$ cat src/rtl/mux_sel_scanner.sv
// Scans the enabled channels of a downstream 4:1 mux and settles on each one
// before sampling it. When a frame is complete it presents a 4-bit snapshot.
// Ports: clk, rst_n (async, active-low); start, mask[3:0], dwell[DWELL_W-1:0],
//        mux_out in; s0/s1 select, sample[3:0], frame_valid, busy, err out.
module mux_sel_scanner #(
    parameter int DWELL_W = 4
) (
    input  logic               clk,
    input  logic               rst_n,
    input  logic               start,
    input  logic [3:0]         mask,
    input  logic [DWELL_W-1:0] dwell,
    input  logic               mux_out,
    output logic               s0,
    output logic               s1,
    output logic [3:0]         sample,
    output logic               frame_valid,
    output logic               busy,
    output logic               err
);

    typedef enum logic [1:0] {IDLE, SETTLE, SAMPLE, DONE} state_t;

    state_t             state, state_d;
    logic [3:0]         mask_q, mask_d;
    logic [DWELL_W-1:0] dwell_q, dwell_d;
    logic [DWELL_W-1:0] cnt_q, cnt_d;
    logic [3:0]         acc_q, acc_d;
    logic [1:0]         sel_q, sel_d;
    logic [3:0]         sample_q, sample_d;
    logic               fv_q, fv_d;
    logic               busy_q, busy_d;
    logic               err_q, err_d;

    // Lowest enabled channel of m.
    function automatic logic [1:0] first_ch(input logic [3:0] m);
        first_ch = 2'd0;
        for (int i = 3; i >= 0; i--)
            if (m[i]) first_ch = 2'(i);
    endfunction

    // Any enabled channel strictly above c?
    function automatic logic has_next(input logic [3:0] m,
                                      input logic [1:0] c);
        has_next = 1'b0;
        for (int i = 0; i < 4; i++)
            if (m[i] && i > int'(c)) has_next = 1'b1;
    endfunction

    // Lowest enabled channel strictly above c.
    function automatic logic [1:0] next_ch(input logic [3:0] m,
                                           input logic [1:0] c);
        next_ch = c;
        for (int i = 3; i >= 0; i--)
            if (m[i] && i > int'(c)) next_ch = 2'(i);
    endfunction

    always_ff @(posedge clk or negedge rst_n) begin
        if (!rst_n) state <= IDLE;
        else        state <= state_d;
    end

    always_comb begin
        state_d  = state;
        mask_d   = mask_q;
        dwell_d  = dwell_q;
        cnt_d    = cnt_q;
        acc_d    = acc_q;
        sel_d    = sel_q;
        sample_d = sample_q;
        busy_d   = busy_q;
        fv_d     = 1'b0;
        err_d    = 1'b0;
        unique case (state)
            IDLE: begin
                if (start) begin
                    if (mask != 4'd0) begin
                        mask_d  = mask;
                        dwell_d = dwell;
                        acc_d   = 4'd0;
                        sel_d   = first_ch(mask);
                        cnt_d   = dwell;
                        busy_d  = 1'b1;
                        state_d = SETTLE;
                    end else begin
                        err_d = 1'b1;
                    end
                end
            end
            SETTLE: begin
                if (cnt_q == '0) state_d = SAMPLE;
                else             cnt_d   = cnt_q - 1'b1;
            end
            SAMPLE: begin
                acc_d[sel_q] = mux_out;
                if (has_next(mask_q, sel_q)) begin
                    sel_d   = next_ch(mask_q, sel_q);
                    cnt_d   = dwell_q;
                    state_d = SETTLE;
                end else begin
                    // Snapshot is published on entry to DONE so that
                    // frame_valid and sample are both visible in DONE.
                    sample_d = acc_d & mask_q;
                    fv_d     = 1'b1;
                    state_d  = DONE;
                end
            end
            DONE: begin
                busy_d  = 1'b0;
                sel_d   = 2'd0;
                state_d = IDLE;
            end
        endcase
    end

    always_ff @(posedge clk or negedge rst_n) begin
        if (!rst_n) begin
            mask_q   <= 4'd0;
            dwell_q  <= '0;
            cnt_q    <= '0;
            acc_q    <= 4'd0;
            sel_q    <= 2'd0;
            sample_q <= 4'd0;
            fv_q     <= 1'b0;
            busy_q   <= 1'b0;
            err_q    <= 1'b0;
        end else begin
            mask_q   <= mask_d;
            dwell_q  <= dwell_d;
            cnt_q    <= cnt_d;
            acc_q    <= acc_d;
            sel_q    <= sel_d;
            sample_q <= sample_d;
            fv_q     <= fv_d;
            busy_q   <= busy_d;
            err_q    <= err_d;
        end
    end

    assign s0          = sel_q[0];
    assign s1          = sel_q[1];
    assign sample      = sample_q;
    assign frame_valid = fv_q;
    assign busy        = busy_q;
    assign err         = err_q;

endmodule

$ cat config.mk
export PLATFORM = sky130hd
export DESIGN_NAME = mux_sel_scanner
export DESIGN_NICKNAME = d
export VERILOG_FILES = /design/src/rtl/mux_sel_scanner.sv
export SDC_FILE = /design/constraint.sdc
export NUM_CORES = 1
export LEC_CHECK = 0
export CAP_MARGIN = 25
export CELL_PAD_IN_SITES_DETAIL_PLACEMENT = 1
export CELL_PAD_IN_SITES_GLOBAL_PLACEMENT = 1
export CORE_MARGIN = 4
export CORE_UTILIZATION = 46
export CTS_BUF_LIST = sky130_fd_sc_hd__clkbuf_8 sky130_fd_sc_hd__clkbuf_16
export DETAILED_ROUTE_END_ITERATION = 7
export GPL_TIMING_DRIVEN = 0
export PLACE_DENSITY_LB_ADDON = 0.08
export SLEW_MARGIN = 30
export SYNTH_ARGS = -nofsm -noshare
export SYNTH_HDL_FRONTEND = slang
export SYNTH_SLANG_ARGS = --single-unit
$ cat constraint.sdc
create_clock -name clk -period 5.2 [get_ports clk]
set_input_delay 0.78 -clock clk [delete_from_list [all_inputs] [get_ports clk]]
set_output_delay 0.78 -clock clk [all_outputs]
set_load 0.005 [all_outputs]
==> results of run 1 <==
[path summary, 6_finish.rpt]
path | start | endpoint | slack (ns) | cells after the start
max | mask[0] | cnt_q[0]$_DFFE_PN0P_ | 2.90 | 5
min | mask_q[0]$_DFFE_PN0P_ | mask_q[0]$_DFFE_PN0P_ | 0.49 | 1
max reg2reg | state[0]$_DFFE_PN0P_ | mask_q[3]$_DFFE_PN0P_ | 3.28 | 6
min reg2reg | mask_q[0]$_DFFE_PN0P_ | mask_q[0]$_DFFE_PN0P_ | 0.49 | 1
max in group asynchronous | rst_n | state[1]$_DFFE_PN0P_ | 4.29 | 1
min in group asynchronous | rst_n | acc_q[2]$_DFFE_PN0P_ | 0.51 | 1
[per-stage QoR]
stage	util, %	setup slack [ns]	power [W]	instance area (µm²)	instances
final	58.0	2.90	0.00110	1790	199
after floorplan	-	3.33	0.000790	1490	131
after CTS	58.0	2.91	0.00111	1790	199
after global routing	58.0	2.84	0.00120	1790	199
after global placement	56.6	2.64	0.000951	1740	195
after detailed placement	56.4	2.64	0.000983	1740	195
[area by class of cell]
cell class                      instances  area, µm²
Fill cell                             345       1290
Multi-Input combinational cell         91        758
Sequential cell                        27        676
Timing Repair Buffer                   20        195
Tap cell                               44       55.1
Clock buffer                            3       41.3
Inverter                               10       40.0
Buffer                                  3       12.5
Clock inverter                          1       7.51
[registers in the layout, summed over array words and instances, names as in the netlist]
signal / count
acc_q: 4
cnt_q: 4
dwell_q: 4
mask_q: 4
sample: 4
sel_q: 2
state: 2
busy: 1
err: 1
frame_valid: 1
[critical path: cells and delay by family]
kind	cells	cell delay, ns
mux	1	0.33
simple gates	1	0.14
buf+inv	1	0.55
compound gates	2	0.67
[cell families after synthesis]
kind of cell,after synthesis
AOI/OAI and AO/OA,34
xor gates and xnor gates,1
adders and majority gates,7
buffers and inverters,13
DFF,27
muxes,19
and+or+nand+nor,30
[power by group through the flow]
| stage | sequential [W] | combinational (W) | clock (W) |
|---|---|---|---|
| after floorplan | 0.000363 | 0.000427 | 0 |
| after global placement | 0.000376 | 0.000575 | 0 |
| after detailed placement | 0.000384 | 0.000599 | 0 |
| after CTS | 0.000380 | 0.000605 | 0.000130 |
| after global routing | 0.000395 | 0.000668 | 0.000138 |
| final | 0.000379 | 0.000599 | 0.000123 |
[metal layers]
layer	track usage (%)	wire (µm)	vias up	part of all wire [%]
li1	-	-	520	-
met1	23.9	1500	551	43
met2	33.5	1830	17	53
met3	2.25	103	5	3.0
met4	4.75	36	0	1.0
met5	0	0	-	0
[cells in the final DEF, fill, tap and decap left out, types with 2 or more instances in the layout]
master	n
buf_2	2
o21ai_0	5
inv_1	9
mux2_2	3
clkdlybuf4s50_1	19
nor2_1	8
mux2_4	3
nand2_1	6
a31oi_1	2
a21oi_1	6
dfrtp_1	27
nor2b_1	4
mux2_1	7
nor4_1	4
mux2i_1	6
a21o_1	2
a22oi_1	3
clkbuf_8	3
o2bb2ai_1	4
ha_1	7
nand2b_1	2
==> results.py, run 1 <==
metrics = {
    "outcome": {
        "status": "complete, no violations",
    },
    "routing": {
        "ant_nets": 0,
        "avgRoutedWirePerCell_um": 17.4,
        "drc": 0,
        "first_iter_violations": 88,
        "firstDrtPassIters": 4,
        "via_count": 1093,
        "avgViaCountPerCell": 5.49,
        "drt-total-wl_um": 3470,
    },
    "clocking": {
        "post-cts-setup-buffer-count": 0,
        "cts_tree": "built",
        "cts_num_sinks": 27,
        "clockBufferDepth": 2,
        "cts.hold.buffers_added": 0,
        "post_cts_resized": 0,
        "clock_latency_ns": 0.27,
        "htree_levels": 1,
        "cts_made_buffers": 3,
        "clockRootBuffer": "clkbuf_8",
        "clkTransAtPathRegs_ns": 0.09,
    },
    "timing": {
        "rsz0062_at_grt": "no",
        "finalClockSkew_ns": 0.00257,
        "worst_slew_pin_slew_ns": 0.622,
        "finalCritPeriodShare_pct": 44.3,
        "finalCriticalPeriod_ns": 2.30,
        "setup_viol": 0,
        "hold_slack_ns": 0.491,
        "finalHoldViolCount": 0,
        "final.setup.tns_ns": 0,
        "slew_viol_final": 0,
        "slew_headroom_pct": 58.5,
        "fmax_mhz": 434,
    },
    "placement": {
        "port_buffers": 20,
        "dp_hpwl_um": 2540,
        "gp_congestion": 0.830,
    },
    "pwr": {
        "clock_power_share_pct": 11.2,
        "cellLeakagePower_nw": 0.804,
        "power_density_nw_per_um2": 617,
        "pwr-share-seq_pct": 34.4,
        "p_sw_w": 0.000444,
        "p_comb_share_pct": 54.4,
        "p_sw_share_pct": 40.3,
        "intPower_w": 0.000657,
        "vdd_drop_max_mv": 0.290,
    },
    "synthesis": {
        "synthTopCellsByCount": "27 x dfrtp_1, 9 x inv_1, 8 x nor2_1, 7 x ha_1, 7 x mux2_1",
        "synth_compound_area_share_pct": 18.7,
        "synth_area_leader_cell": "dfrtp_1",
        "synth.distinct_cells": 41,
        "synth_area_leaders": "dfrtp_1 45%, ha_1 5.9%, mux2_1 5.3%",
        "synth_nets": 150,
        "yosysTopAreaCellShare_pct": 45.5,
        "synthCells": 131,
        "synth_xor_area_share_pct": 0.589,
        "synthAdderAreaFrac_pct": 5.89,
        "avgSynthCellArea_um2": 11.3,
        "ys_ff_latch": 27,
        "synth-async-reset-ratio_pct": 100,
        "ys_seq_area_share_pct": 45.5,
        "syn-cell-area_um2": 1490,
        "yosysMostFrequentCell": "dfrtp_1",
        "muxShareOfSynthArea_pct": 14.6,
        "synth_top_family_by_area": "compound AO/OA/AOI/OAI gates",
        "synth-simple-area-share_pct": 11.2,
        "synthFlopType": "dfrtp_1",
        "synth-edff-count": 0,
        "synth-warning-count": 0,
    },
    "run": {
        "maxCapViolations": 0,
    },
    "layout": {
        "drive_above_1_share_pct": 13.5,
        "area_growth_pct": 20.1,
        "nets": 175,
        "antenna_cells": 0,
    },
    "floorplan": {
        "initial_core_util_pct": 48.3,
        "die_y_um": 64.8,
        "std_cell_rows": 20,
        "die_area_um2": 4200,
        "core_area_um2": 3080,
        "boundaryPins": 21,
        "die_x_um": 64.8,
    },
    "worst_setup_path": {
        "arrival_ns": 2.47,
        "required_ns": 5.37,
        "crit_type": "in2reg",
        "worst_path_largest_cell_delay_ns": 0.55,
        "critPathLaunchType": "input pin",
        "path_cells": "clkdlybuf4s50_1, o41ai_4, nand2_4, o211ai_4, mux2_4",
        "crit_path_max_fanout": 5,
        "crit_slowest_cell": "clkdlybuf4s50_1",
        "critPathCaptureType": "flip-flop",
    },
    "global_route": {
        "overflow": 0,
        "grt_pass1_vias": 1256,
        "antenna_found_initial": 0,
        "grt_pass1_wl_um": 6190,
        "grt_util_all_layers_pct": 18.8,
        "grt_start_max_net_pins": 28,
    },
    "worst_hold_path": {
        "hold_path_class": "reg2reg",
    },
}
Note: power is estimated with default switching activity, not from simulation.
==> run 2, diff against run 1 <==
CORE_UTILIZATION = 38   (was 46)
clock period = 2.05 ns   (was 5.2 ns; I/O delays follow)
==> results.py, run 2 (synthesis gave the netlist of run 1 again) <==
metrics = {
    "routing": {
        "firstDrtPassIters": 4,
        "avgRoutedWirePerCell_um": 15.9,
        "ant_nets": 0,
        "drt-total-wl_um": 3240,
        "avgViaCountPerCell": 5.30,
        "via_count": 1075,
        "drc": 0,
        "first_iter_violations": 28,
    },
    "timing": {
        "fin_ws_ns": 0.177,
        "finalCriticalPeriod_ns": 1.87,
        "worst_slew_pin_slew_ns": 0.641,
        "slew_headroom_pct": 57.3,
        "setup_viol": 0,
        "rsz0062_at_grt": "no",
        "finalClockSkew_ns": 0.00991,
        "fmax_mhz": 534,
        "finalHoldViolCount": 0,
        "slew_viol_final": 0,
        "finalCritPeriodShare_pct": 91.4,
    },
    "floorplan": {
        "initial_core_util_pct": 40.0,
        "std_cell_rows": 22,
        "die_area_um2": 4980,
        "boundaryPins": 21,
        "die_x_um": 70.5,
        "die_y_um": 70.5,
        "core_area_um2": 3720,
    },
    "pwr": {
        "power_density_nw_per_um2": 1530,
        "vdd_drop_max_mv": 0.743,
        "power.total_w": 0.00274,
        "cellLeakagePower_nw": 0.808,
    },
    "worst_setup_path": {
        "arrival_ns": 2.03,
        "path_cells": "inv_1, ha_1, nand2_1, nor2_1, clkbuf_4, mux2_2",
        "crit_type": "reg2reg",
        "critPathCaptureType": "flip-flop",
        "crit_slowest_cell": "dfrtp_1",
        "crit_path_max_fanout": 10,
        "worst_path_largest_cell_delay_ns": 0.43,
        "critPathLaunchType": "flip-flop",
        "required_ns": 2.21,
    },
    "placement": {
        "dp_hpwl_um": 2450,
        "gp_congestion": 0.792,
        "port_buffers": 20,
        "pre_cts_ws_ns": -0.0571,
    },
    "layout": {
        "drive_above_1_share_pct": 13.5,
        "final_cell_mix": "27 x dfrtp_1, 19 x clkdlybuf4s50_1, 9 x inv_1",
        "nets": 175,
        "layout_commonest_cell": "dfrtp_1",
        "utilization_pct": 48.2,
        "area_growth_pct": 20.5,
        "n_fill_cell": 414,
        "regArea_um2": 676,
        "antenna_cells": 0,
        "multiInputGateArea_um2": 758,
    },
    "global_route": {
        "grt_pass1_wl_um": 5880,
        "antenna_found_initial": 0,
        "grt_start_max_net_pins": 28,
        "overflow": 0,
        "grt_util_all_layers_pct": 14.7,
        "grt_pass1_vias": 1158,
    },
    "run": {
        "maxCapViolations": 0,
    },
    "clocking": {
        "post-cts-setup-buffer-count": 0,
        "cts_made_buffers": 3,
        "clockRootBuffer": "clkbuf_8",
        "cts_tree": "built",
        "clkTransAtPathRegs_ns": 0.10,
        "cts_num_sinks": 27,
        "clock_latency_ns": 0.27,
        "clockBufferDepth": 2,
        "cts.hold.buffers_added": 0,
        "htree_levels": 1,
    },
    "worst_hold_path": {
        "hold_path_class": "in2async",
    },
    "outcome": {
        "status": "complete, no violations",
    },
}
run 2: final cells by class:
cell class	count	share of cell area [%]
buffer	3	0.839
clock buffer	3	2.31
clock inverter	1	0.280
inverter	10	2.24
multi-input combinational	91	42.3
sequential	27	37.7
tap	48	3.35
timing repair buffer	20	10.9
run 2: critical path, delay by kind of cell, from the launching register on:
| kind | cells | cell delay, ns |
|---|---|---|
| buf+inv | 2 | 0.39 |
| mux | 1 | 0.35 |
| flops | 1 | 0.43 |
| fa+ha+maj | 1 | 0.31 |
| simple gates | 2 | 0.28 |
run 2: metrics by stage:
step	cells	hold WS, ns	setup TNS (ns)	instance area [µm²]
2_1_floorplan	131	0.0119	0	1490
3_3_place_gp	199	0.464	-0.247	1750
3_5_place_dp	199	0.370	-0.443	1740
4_1_cts	203	0.0711	0	1790
5_1_grt	203	0.0806	0	1790
6_report	203	0.0485	0	1790
run 2: final timing paths:
path,cells after the start,slack [ns],end,from
hold / removal,1,0.05,acc_q[3]$_DFFE_PN0P_,rst_n
min in group clk,1,0.49,sample[2]$_DFFE_PN0P_,sample[2]$_DFFE_PN0P_
max in group asynchronous,1,1.58,cnt_q[1]$_DFFE_PN0P_,rst_n
hold reg to reg,1,0.49,sample[2]$_DFFE_PN0P_,sample[2]$_DFFE_PN0P_
setup reg to reg,6,0.18,mask_q[1]$_DFFE_PN0P_,state[0]$_DFFE_PN0P_
setup / recovery,6,0.18,mask_q[1]$_DFFE_PN0P_,state[0]$_DFFE_PN0P_
run 2: routing by layer:
metal,GRT usage [%],vias to the layer above,wire [µm]
met4,3.13,0,17
met2,26.4,15,1740
met5,0,-,0
met1,18.9,536,1400
li1,-,522,-
met3,1.85,2,81
run 2: timing repair:
item / CTS / global route
endpoints found under the hold margin: 0 / 0
resized for setup: 0 / 1
endpoints found under the setup margin: 0 / 5
run 2: where the power goes:
group	leakage, nW	total, W	switching (W)	internal [W]
clock network	0.0255	0.000308	0.000171	0.000136
logic	0.444	0.00148	0.000728	0.000757
registers	0.339	0.000951	0.000179	0.000772
